==> src/rtl/dmem_arbiter.sv <==
// Round-robin two-port arbiter in front of the single-port data memory, with range check and 1-cycle responses.
// Optional DMEM_ARB_LOCK_EN adds per-port lock inputs for bounded exclusive ownership.
module dmem_arbiter #(
    parameter int MEM_SIZE   = 1024,
    parameter int XLEN       = 32,
    parameter int DATA_WIDTH = XLEN,
    parameter int MAX_LOCK   = 4
) (
    input  logic                             i_clk,
    input  logic                             i_rst_n,
`ifdef DMEM_ARB_LOCK_EN
    input  logic                             i_p0_lock,
    input  logic                             i_p1_lock,
`endif
    input  logic                             i_p0_req,
    input  logic                             i_p0_we,
    input  logic [XLEN-1:0]                  i_p0_addr,
    input  logic [DATA_WIDTH-1:0]            i_p0_wdata,
    input  logic [DATA_WIDTH/8-1:0]          i_p0_wstrb,
    output logic                             o_p0_gnt,
    output logic                             o_p0_rsp_valid,
    output logic [DATA_WIDTH-1:0]            o_p0_rdata,
    output logic                             o_p0_err,
    input  logic                             i_p1_req,
    input  logic                             i_p1_we,
    input  logic [XLEN-1:0]                  i_p1_addr,
    input  logic [DATA_WIDTH-1:0]            i_p1_wdata,
    input  logic [DATA_WIDTH/8-1:0]          i_p1_wstrb,
    output logic                             o_p1_gnt,
    output logic                             o_p1_rsp_valid,
    output logic [DATA_WIDTH-1:0]            o_p1_rdata,
    output logic                             o_p1_err,
    output logic                             o_mem_we,
    output logic [XLEN-1:0]                  o_mem_addr,
    output logic [DATA_WIDTH-1:0]            o_mem_wdata,
    output logic [DATA_WIDTH/8-1:0]          o_mem_wstrb,
    input  logic [DATA_WIDTH-1:0]            i_mem_rdata
);
    localparam int BYTE_WIDTH = 8;
    localparam int NB         = DATA_WIDTH / BYTE_WIDTH;
    localparam logic [XLEN:0] LIMIT   = (XLEN+1)'(MEM_SIZE * NB);
    localparam logic [XLEN:0] SPAN_M1 = (XLEN+1)'(NB - 1);

    logic                  last_gnt_q, last_gnt_d;
    logic                  p0_rsp_valid_q, p0_rsp_valid_d, p1_rsp_valid_q, p1_rsp_valid_d;
    logic                  p0_err_q, p0_err_d, p1_err_q, p1_err_d;
    logic [DATA_WIDTH-1:0] p0_rdata_q, p0_rdata_d, p1_rdata_q, p1_rdata_d;
    logic                  p0_in_range, p1_in_range, pick1;

    // Extra top bit keeps an address near the top of XLEN from wrapping into range.
    assign p0_in_range = ({1'b0, i_p0_addr} + SPAN_M1) < LIMIT;
    assign p1_in_range = ({1'b0, i_p1_addr} + SPAN_M1) < LIMIT;

`ifdef DMEM_ARB_LOCK_EN
    logic       owned_q, owned_d, owner_q, owner_d, own_hold, g_lock;
    logic [2:0] cnt_q, cnt_d, cnt_n;

    assign own_hold = owned_q && (owner_q ? (i_p1_req && i_p1_lock) : (i_p0_req && i_p0_lock));
`endif

    always_comb begin
        // last_gnt names the port that lost priority; the other one wins a conflict.
        pick1 = !last_gnt_q;
`ifdef DMEM_ARB_LOCK_EN
        if (own_hold) pick1 = owner_q;
`endif
        o_p0_gnt = i_p0_req && (!i_p1_req || !pick1);
        o_p1_gnt = i_p1_req && (!i_p0_req || pick1);

        last_gnt_d = o_p1_gnt ? 1'b1 : (o_p0_gnt ? 1'b0 : last_gnt_q);

        o_mem_addr  = o_p1_gnt ? i_p1_addr  : i_p0_addr;
        o_mem_wdata = o_p1_gnt ? i_p1_wdata : i_p0_wdata;
        o_mem_wstrb = o_p1_gnt ? i_p1_wstrb : i_p0_wstrb;
        o_mem_we    = (o_p0_gnt && i_p0_we && p0_in_range) || (o_p1_gnt && i_p1_we && p1_in_range);

        p0_rsp_valid_d = o_p0_gnt;
        p0_err_d       = o_p0_gnt && !p0_in_range;
        p0_rdata_d     = (o_p0_gnt && !i_p0_we && p0_in_range) ? i_mem_rdata : '0;
        p1_rsp_valid_d = o_p1_gnt;
        p1_err_d       = o_p1_gnt && !p1_in_range;
        p1_rdata_d     = (o_p1_gnt && !i_p1_we && p1_in_range) ? i_mem_rdata : '0;
    end

`ifdef DMEM_ARB_LOCK_EN
    always_comb begin
        owned_d = owned_q;
        owner_d = owner_q;
        cnt_d   = cnt_q;
        cnt_n   = own_hold ? cnt_q + 3'd1 : 3'd1;
        g_lock  = (o_p0_gnt && i_p0_lock) || (o_p1_gnt && i_p1_lock);
        if (owned_q && !own_hold) begin
            owned_d = 1'b0;
            cnt_d   = 3'd0;
        end
        // Expiry releases ownership; last_gnt then points at the old owner, so the other port wins next.
        if (g_lock) begin
            if (cnt_n >= 3'(MAX_LOCK)) begin
                owned_d = 1'b0;
                cnt_d   = 3'd0;
            end else begin
                owned_d = 1'b1;
                owner_d = o_p1_gnt;
                cnt_d   = cnt_n;
            end
        end
    end

    always_ff @(posedge i_clk or negedge i_rst_n) begin
        if (!i_rst_n) begin
            owned_q <= 1'b0;
            owner_q <= 1'b0;
            cnt_q   <= 3'd0;
        end else begin
            owned_q <= owned_d;
            owner_q <= owner_d;
            cnt_q   <= cnt_d;
        end
    end
`endif

    always_ff @(posedge i_clk or negedge i_rst_n) begin
        if (!i_rst_n) begin
            last_gnt_q     <= 1'b1;
            p0_rsp_valid_q <= 1'b0;
            p0_err_q       <= 1'b0;
            p0_rdata_q     <= '0;
            p1_rsp_valid_q <= 1'b0;
            p1_err_q       <= 1'b0;
            p1_rdata_q     <= '0;
        end else begin
            last_gnt_q     <= last_gnt_d;
            p0_rsp_valid_q <= p0_rsp_valid_d;
            p0_err_q       <= p0_err_d;
            p0_rdata_q     <= p0_rdata_d;
            p1_rsp_valid_q <= p1_rsp_valid_d;
            p1_err_q       <= p1_err_d;
            p1_rdata_q     <= p1_rdata_d;
        end
    end

    assign o_p0_rsp_valid = p0_rsp_valid_q;
    assign o_p0_err       = p0_err_q;
    assign o_p0_rdata     = p0_rdata_q;
    assign o_p1_rsp_valid = p1_rsp_valid_q;
    assign o_p1_err       = p1_err_q;
    assign o_p1_rdata     = p1_rdata_q;

endmodule

==> config.mk <==
export PLATFORM = sky130hd
export DESIGN_NAME = dmem_arbiter
export DESIGN_NICKNAME = d
export VERILOG_FILES = /design/src/rtl/dmem_arbiter.sv
export SDC_FILE = /design/constraint.sdc
export NUM_CORES = 1
export LEC_CHECK = 0
export ABC_AREA = 1
export BUFFER_PORTS_ARGS = -buffer_cell sky130_fd_sc_hd__buf_4
export CAP_MARGIN = 20
export CORE_AREA = 2 2 121 123
export CTS_CLUSTER_DIAMETER = 120
export DETAILED_ROUTE_END_ITERATION = 8
export DIE_AREA = 0 0 123 125
export PLACE_DENSITY = 0.68
export SKIP_LAST_GASP = 1
export SLEW_MARGIN = 20
export SYNTH_ARGS = -nofsm -noshare
export SYNTH_HDL_FRONTEND = slang
export SYNTH_SLANG_ARGS = --single-unit
==> constraint.sdc <==
create_clock -name i_clk -period 2.33 [get_ports i_clk]
set_clock_uncertainty 0.2 [all_clocks]
set_input_delay 0.1165 -clock i_clk [delete_from_list [all_inputs] [get_ports i_clk]]
set_output_delay 0.1165 -clock i_clk [all_outputs]
set_load 0.01 [all_outputs]
==> results of run 1 <==
==> kinds of logic (layout without fill, tap and decap cells) <==
kind of cell / after synthesis / in the layout / share of synthesized area
DFF: 69 / 69 / 0.351
buffers and inverters: 116 / 465 / 0.0980
xor gates and xnor gates: 1 / 1 / 0.00178
AOI/OAI and AO/OA: 37 / 37 / 0.0400
and+or+nand+nor: 582 / 582 / 0.509
==> sequential cells by signal, indices dropped and copies added (netlist names) <==
register,flops
o_p0_rdata,32
o_p1_err,1
o_p0_err,1
o_p0_rsp_valid,1
last_gnt_q,1
o_p1_rsp_valid,1
o_p1_rdata,32
==> cells in the mapped netlist (2+ instances only) <==
cell type | n | share of area
nand2_1 | 346 | 0.26
nor2_1 | 117 | 0.089
inv_1 | 92 | 0.070
dfrtp_1 | 68 | 0.35
nor2_2 | 41 | 0.052
nand3_1 | 39 | 0.040
o21ai_0 | 30 | 0.031
clkbuf_1 | 15 | 0.011
nand4_1 | 13 | 0.017
nor2_4 | 8 | 0.018
buf_6 | 6 | 0.014
nand3b_1 | 6 | 0.0092
nor3_1 | 5 | 0.0051
nand2_2 | 3 | 0.0038
o21bai_1 | 3 | 0.0046
a21oi_1 | 2 | 0.0020
nand3_4 | 2 | 0.0071
==> how the worst max path moves through the flow <==
stage | start | end | slack, ps | cells past startpoint
5_1_grt | i_p1_addr[6] | o_mem_we | 0.9 | 14
6_report | i_p1_addr[16] | o_mem_we | 190 | 14
2_1_floorplan | last_gnt_q$_DFFE_PN1P_ | o_mem_addr[28] | 540 | 6
4_1_cts | i_p0_req | o_mem_addr[25] | 50 | 9
3_3_place_gp | i_p1_addr[3] | o_p1_rdata[9]$_DFF_PN0_ | 160 | 14
3_5_place_dp | i_p0_addr[0] | o_p0_rdata[31]$_DFF_PN0_ | 90 | 15
==> cell type report <==
class,instances,area share
tap,184,0.0282
timing repair buffer,356,0.347
clock inverter,6,0.00781
clock buffer,9,0.0276
inverter,94,0.0432
sequential,69,0.212
multi-input combinational,620,0.335
==> power by group <==
part	leakage [nW]	switching, mW	internal, mW
clock network	0.138	0.479	0.820
registers	0.954	0.00419	1.21
logic	3.54	0.580	0.520
total	4.64	1.06	2.55
==> metrics by stage <==
stage / power, mW / util / setup slack [ps] / cell area [um2] / std cells
final: 3.62 / 0.575 / 189 / 8170 / 1338
after global routing: 3.80 / 0.575 / 0.904 / 8170 / 1338
after CTS: 3.63 / 0.572 / 46.9 / 8120 / 1337
after detailed placement: 2.28 / 0.527 / 93.5 / 7480 / 1287
after global placement: 2.28 / 0.527 / 156 / 7480 / 1287
after floorplan: 1.64 / - / 543 / 4920 / 805
==> metal layers <==
layer,GRT usage,part of all wire,wire [um],vias up
met5,0,0,0,-
met4,0.116,0.039,811,0
met3,0.0429,0.069,1430,40
met2,0.473,0.51,10400,261
met1,0.308,0.39,7990,2783
li1,-,-,-,3126
==> critical path: stages <==
cell and delay, ps:
buf_4 130, nand2_1 80, nor2_2 220, nand2_1 100, nor2_1 220, nand2_1 110, nand2_1 70, nand2_1 40
nor2_1 80, nand3_1 140, nor2_4 170, nand3b_1 130, nand2_1 80, buf_4 130
==> timing repair <==
action / 4_1_cts / 5_1_grt
resized for setup: 0 / 10
setup endpoints to repair: 0 / 42
setup buffers: 0 / 1
hold endpoints to repair: 135 / 0
hold buffers: 35 / 0
==> qor.yml, run 1 <==
status: "finished clean"
wire_per_inst_um: 15.5
cp_data_required_time_ps: 2010
synth_area_um2: 4920
finalSetupViolCount: 0
synth_edf_count: 0
synth.distinct_cells: 26
numCtsBuffers: 9
port_buffers: 312
grt_usage: 0.265
reg2reg_slack_ps: 520
regArea_um2: 1730
post-dp-hpwl_um: 16700
p_per_area_nw_per_um2: 443
cp_max_fo: 5
cap_violations: 0
synth.avg_cell_area_um2: 6.11
cts_num_sinks: 69
grt_pass1_wl_um: 31300
cts_max_level: 3
holdPathStages: 5
r2r-start: "last_gnt_q$_DFFE_PN1P_"
initialDrtViolationCount: 277
timing.hold.ws_ps: 55.6
syn_nets: 979
syn-instance-count: 805
firstDrtPassIters: 5
tns_ps: 0
worst_r2r_path_depth: 7
n_fill_cell: 1393
totalWireLength_um: 20700
min_period_ps: 2140
min_path_type: "primary input to register"
final_cell_mix: "nand2_1 (343), buf_4 (315), nor2_1 (114), inv_1 (92), dfrtp_1 (68)"
ir_drop_mv: 0.401
final_common_cell: "nand2_1"
worst_ep_arrival_time_ps: 1820
ys.flop_type: "dfrtp_1"
hold_viol_final: 0
finalNetCount: 1324
path_class: "primary input to output port"
ys_seq_area_frac: 0.351
holdPathEnd: "o_p0_rdata[30]$_DFF_PN0_"
layout_worst_path_cycle_share: 0.919
start_kind: "primary input"
start_util: 0.346
drv_slew: 0
antenna_found_initial: 0
antenna_left: 0
clk_path_buf_depth: 2
fmax_mhz: 467
fp.dieArea_um2: 15400
vias: 6210
diodes: 0
tightest_slew_ps: 840
cts_tree: "built"
p_leak_nw: 4.64
regToRegEndpoint: "o_p1_rdata[23]$_DFF_PN0_"
grt_max_degree: 92
root_buffer: "clkbuf_16"
yosysWarnings: 0
path_clk_slew_ps: 50
async_reset_ff_frac: 1.00
io_pins: 313
relSlewSlack: 0.440
hp-start: "i_p0_we"
drive_gt1_frac: 0.346
rows: 44
ys_ff_latch: 69
syn_to_final_growth_pct: 66.1
die_h_um: 125
drcViolationCount: 0
gp_congestion: 1.01
rsz0062_at_grt: "no"
insertion_delay_ps: 320
multiInputGateArea_um2: 2740
grt_remaining_overflow: 0
viasPerCell: 4.64
die_x_um: 123
grt_pass1_vias: 6076
endpoint_kind: "output port"
core_um2: 14200
No activity file was read; power rests on OpenSTA's default activity.
==> run 2: changes to the inputs <==
--- a/config.mk
+++ b/config.mk
@@ -8,11 +8,12 @@
 export ABC_AREA = 1
 export BUFFER_PORTS_ARGS = -buffer_cell sky130_fd_sc_hd__buf_4
 export CAP_MARGIN = 20
-export CORE_AREA = 2 2 121 123
+export CORE_ASPECT_RATIO = 0.7
+export CORE_MARGIN = 2
+export CORE_UTILIZATION = 40
 export CTS_CLUSTER_DIAMETER = 120
 export DETAILED_ROUTE_END_ITERATION = 8
-export DIE_AREA = 0 0 123 125
-export PLACE_DENSITY = 0.68
+export PLACE_DENSITY = 0.76
 export SKIP_LAST_GASP = 1
 export SLEW_MARGIN = 20
 export SYNTH_ARGS = -nofsm -noshare
==> qor.yml, run 2 (same netlist as run 1, synthesis figures left out) <==
path_clk_slew_ps: 50  # about the same
root_buffer: "clkbuf_16"
insertion_delay_ps: 330  # about the same
p_leak_nw: 4.63  # -0.16%
drive_gt1_frac: 0.346  # about the same
path_class: "primary input to output port"
die_h_um: 96.8  # -23%
hold_viol_final: 0  # unchanged
diodes: 0  # unchanged
fmax_mhz: 450  # -3.6%
drcViolationCount: 0  # unchanged
internal_power_mw: 2.58  # +1.2%
grt_pass1_wl_um: 30500  # -2.5%
clk_path_buf_depth: 2  # unchanged
grt_usage: 0.298  # +0.0333
tightest_slew_ps: 844  # +3.99 ps
tns_ps: 0  # unchanged
io_pins: 313  # unchanged
grt_remaining_overflow: 0  # unchanged
wire_per_inst_um: 15.4  # -0.36%
finalNetCount: 1323  # -0.076%
vias: 6268  # +0.93%
fin_util: 0.685  # +0.110
min_path_type: "primary input to register"
final_common_cell: "nand2_1"
grt_pass1_vias: 5938  # -2.3%
firstDrtPassIters: 5  # unchanged
core_um2: 11900  # -17%
viasPerCell: 4.78  # +3.1%
reg2reg_slack_ps: 490  # -30 ps
antenna_found_initial: 0  # unchanged
drv_slew: 0  # unchanged
p_seq_frac: 0.332  # -0.004
p_per_area_nw_per_um2: 451  # +1.8%
relSlewSlack: 0.437  # -0.00266
clockPowerShare: 0.371  # +0.012
totalWireLength_um: 20200  # -2.4%
finalInstanceArea_um2: 8120  # -0.63%
fp.dieArea_um2: 13200  # -14%
placed_cell_area_um2: 7420  # -0.89%
cts_max_level: 3  # unchanged
cap_violations: 0  # unchanged
post-dp-hpwl_um: 15700  # -6.0%
rows: 33  # -25%
cp_max_fo: 7  # +2
worst_ep_arrival_time_ps: 1910  # +90 ps
numCtsBuffers: 9  # unchanged
layout_worst_path_cycle_share: 0.954  # +0.0346
finalSetupViolCount: 0  # unchanged
rsz0062_at_grt: "no"
final_cell_mix: "nand2_1 (343), buf_4 (317), nor2_1 (115), inv_1 (92), dfrtp_1 (68)"
start_util: 0.415  # +0.0687
port_buffers: 312  # unchanged
gp_congestion: 0.980  # -3.1%
syn_to_final_growth_pct: 65.1
min_period_ps: 2220  # +80.5 ps
cts_tree: "built"
cp_data_required_time_ps: 2010  # about the same
swShare: 0.294  # -0.000327
endpoint_kind: "output port"
initialDrtViolationCount: 373  # +35%
p_comb_frac: 0.297  # -0.007
cts_num_sinks: 69  # unchanged
status: "finished clean"
grt_max_degree: 80  # -13%
die_x_um: 137  # +11%
start_kind: "primary input"
ir_drop_mv: 0.308  # -23%
antenna_left: 0  # unchanged
p_switching_mw: 1.07  # +1.1%
[run 2: worst max-delay path, stage by stage]
cell,delay (ps)
buf_4,80
nand2_1,150
nor2_4,180
nand2_2,130
nor2_4,250
nand3_2,120
nand2_1,70
nand2_1,40
nor2_1,150
nand3_1,150
nor2_4,160
nand3b_1,100
nand2_1,70
buf_4,120
[run 2: cell type report]
type                       instances  area, um2
multi-input combinational        620       2740
clock buffer                      10        239
fill                            1018       3730
sequential                        69       1730
tap                              157        196
clock inverter                     5       60.1
inverter                          94        353
timing repair buffer             355       2800
[run 2: worst paths after layout]
check / start / end / cells past startpoint
min in group asynchronous: i_rst_n / o_p1_rdata[18]$_DFF_PN0_ / 2
worst max register to register: last_gnt_q$_DFFE_PN1P_ / o_p0_rdata[31]$_DFF_PN0_ / 5
worst max-delay path: i_p1_addr[3] / o_mem_we / 14
worst min register to register: last_gnt_q$_DFFE_PN1P_ / last_gnt_q$_DFFE_PN1P_ / 2
worst min-delay path: i_p1_req / last_gnt_q$_DFFE_PN1P_ / 4
max in group asynchronous: i_rst_n / o_p0_rdata[3]$_DFF_PN0_ / 2
[run 2: power by group through the flow]
stage                     clock network (mW)  logic (mW)  registers, mW
final                                   1.36        1.09           1.22
after global routing                    1.43        1.18           1.22
after CTS                               1.36        1.08           1.22
after detailed placement                   0        1.03           1.24
after global placement                     0        1.02           1.24
after floorplan                            0       0.403           1.24
[run 2: repair_timing]
item / in CTS / in global routing
resized for setup: 0 / 8
setup buffers: 0 / 2
endpoints found under the hold margin: 133 / 0
hold buffers: 34 / 0
setup endpoints to repair: 0 / 1
[run 2: through the flow]
| stage | total power [mW] | cells | worst slack (ps) | hold WS (ps) |
|---|---|---|---|---|
| after floorplan | 1.64 | 805 | 543 | -379 |
| after global placement | 2.26 | 1259 | 84.6 | 61.0 |
| after detailed placement | 2.27 | 1259 | 46.3 | 69.0 |
| after CTS | 3.66 | 1308 | 84.9 | 102 |
| after global routing | 3.82 | 1310 | 10.9 | 113 |
| final | 3.66 | 1310 | 108 | 100 |
[run 2: per-layer routing]
metal | vias up | share of wire | global-route usage
li1 | 3123 | - | -
met1 | 2800 | 0.40 | 0.381
met2 | 302 | 0.48 | 0.487
met3 | 43 | 0.091 | 0.0765
met4 | 0 | 0.029 | 0.107
met5 | - | 0 | 0
==> run 3: changes to the inputs <==
--- a/config.mk
+++ b/config.mk
@@ -10,10 +10,11 @@
 export CAP_MARGIN = 20
 export CORE_ASPECT_RATIO = 0.7
 export CORE_MARGIN = 2
-export CORE_UTILIZATION = 40
+export CORE_UTILIZATION = 35
 export CTS_CLUSTER_DIAMETER = 120
 export DETAILED_ROUTE_END_ITERATION = 8
-export PLACE_DENSITY = 0.76
+export PLACE_DENSITY = 0.68
+export RECOVER_POWER = 100
 export SKIP_LAST_GASP = 1
 export SLEW_MARGIN = 20
 export SYNTH_ARGS = -nofsm -noshare
==> qor.yml, run 3 (same netlist as run 1, synthesis figures left out) <==
initialDrtViolationCount: 393  # +5.4%
ir_drop_mv: 0.349  # +13%
insertion_delay_ps: 320  # about the same
gp_congestion: 0.961  # -1.9%
cts_num_sinks: 69  # unchanged
rows: 36  # +9.1%
grt_pass1_vias: 5702  # -4.0%
drv_slew: 70  # +70
clk_path_buf_depth: 2  # unchanged
firstDrtPassIters: 5  # unchanged
dr_wl_met2_um: 8910  # -7.1%
max_stage_delay_ps: 530  # +280 ps
antenna_left: 0  # unchanged
diodes: 0  # unchanged
start_util: 0.356  # -0.0593
worst_ep_arrival_time_ps: 1880  # -30 ps
tightest_slew_ps: 1610  # +765 ps
tns_ps: 0  # unchanged
min_period_ps: 2200  # -21.2 ps
path_cells: "nand2_1 -> nand2_2 -> buf_12 -> nand2_1 -> o21ai_0 -> clkbuf_1"
vias: 6161  # -1.7%
p_per_area_nw_per_um2: 460  # +2.1%
cts_max_level: 3  # unchanged
viasPerCell: 4.59  # -4.0%
final_common_cell: "nand2_1"
core_um2: 13800  # +17%
grt_usage: 0.249  # -0.0493
finalSetupViolCount: 0  # unchanged
p_total_mw: 3.48  # -5.0%
root_buffer: "clkbuf_16"
grt_pass1_wl_um: 29400  # -3.7%
placed_cell_area_um2: 7450  # +0.46%
layout_worst_path_cycle_share: 0.944  # -0.00910
hp-start: "i_p1_req"
failed_checks: "capacitance limit, slew limit"
cp_max_fo: 91  # +84
grt_max_degree: 92  # +15%
finalInstanceArea_um2: 7550  # -7.0%
min_path_type: "primary input to register"
antenna_found_initial: 0  # unchanged
totalWireLength_um: 19400  # -3.6%
numCtsBuffers: 9  # unchanged
drcViolationCount: 0  # unchanged
cp_num_buf_inv: 2  # unchanged
crit_top_cell: "nand2_1"
cpLargestDelayFamily: "flip-flops"
grt_remaining_overflow: 0  # unchanged
endpoint_kind: "output port"
reg2reg_slack_ps: 200  # -290 ps
drive_gt1_frac: 0.209  # -0.137
critPathLaunch: "last_gnt_q$_DFFE_PN1P_"
finalNetCount: 1321  # -0.15%
wire_per_inst_um: 14.5  # -5.9%
routed.top_layer: "met4"
port_buffers: 312  # unchanged
p_leak_nw: 4.08  # -12%
cp_slowest_cell: "dfstp_1"
fp.dieArea_um2: 15000  # +14%
cts_tree: "built"
final_cell_mix: "nand2_1 (341), buf_4 (179), clkbuf_1 (137), nor2_1 (134), inv_1 (92)"
die_x_um: 146  # +6.7%
path_clk_slew_ps: 50  # about the same
fmax_mhz: 454  # +0.96%
met1Wirelength_um: 8430  # +3.2%
r2r-start: "last_gnt_q$_DFFE_PN1P_"
syn_to_final_growth_pct: 53.6
hold_viol_final: 0  # unchanged
io_pins: 313  # unchanged
wl_met3_um: 1810  # -1.7%
post-dp-hpwl_um: 15400  # -1.9%
path_class: "register to output port"
cap_violations: 1  # +1
die_h_um: 103  # +6.6%
n_fill_cell: 1555  # +53%
cp_data_required_time_ps: 2010  # about the same
start_kind: "register"
status: "finished, violations left"
relSlewSlack: -0.0724  # -0.510
-- run 3: changes by cell type in the layout (fill, tap and decap cells not counted), sizes merged --
cell      previous run  this run
clkbuf              10       148
buf                321       180
clkinvlp             1         2
-- run 3: where the power goes --
part	switching (mW)	total (mW)	internal (mW)
combinational	0.559	0.960	0.401
sequential	0.00368	1.21	1.21
clock	0.480	1.30	0.820
-- run 3: per-layer routing --
layer,global-route usage,vias up
met3,0.0739,28
met2,0.405,266
met1,0.330,2748
met4,0.0618,0
li1,-,3119
met5,0,-
-- run 3: cell type report --
cell class / instances / area (um2) / area share
Tap cell: 190 / 238 / 0.0315
Inverter: 94 / 358 / 0.0474
Clock buffer: 9 / 225 / 0.0298
Clock inverter: 6 / 63.8 / 0.00845
Multi-Input combinational cell: 620 / 2710 / 0.358
Sequential cell: 69 / 1730 / 0.229
Timing Repair Buffer: 353 / 2230 / 0.295
-- run 3: worst register-to-register path, delay by kind of cell (launching register included) --
| kind | cells | cell delay (ps) |
|---|---|---|
| buf+inv | 2 | 650 |
| simple gates | 5 | 620 |
| flops | 1 | 530 |
-- run 3: per-stage QoR --
step | utilization | instances | hold slack (ps) | worst slack, ps
after detailed placement | 0.539 | 1291 | 67.6 | 69.5
after floorplan | - | 805 | -379 | 543
after global routing | 0.546 | 1341 | 116 | -5.11
after global placement | 0.539 | 1291 | 75.6 | 23.3
after CTS | 0.585 | 1340 | 60.9 | 61.4
final | 0.546 | 1341 | 58.1 | 130
-- run 3: repair_timing --
action,CTS,global route
setup buffers,0,1
hold buffers,34,0
hold endpoints to repair,134,0
endpoints found under the setup margin,1,1
pin swaps,0,6
resized for setup,1,17
-- run 3: final timing paths --
path / to / cells after the start
setup reg to reg: o_p1_rdata[31]$_DFF_PN0_ / 7
min in group asynchronous: o_p0_rdata[9]$_DFF_PN0_ / 2
hold reg to reg: last_gnt_q$_DFFE_PN1P_ / 2
max in group asynchronous: o_p0_rsp_valid$_DFF_PN0_ / 2
setup / recovery: o_mem_addr[30] / 6
hold / removal: o_p0_rsp_valid$_DFF_PN0_ / 4
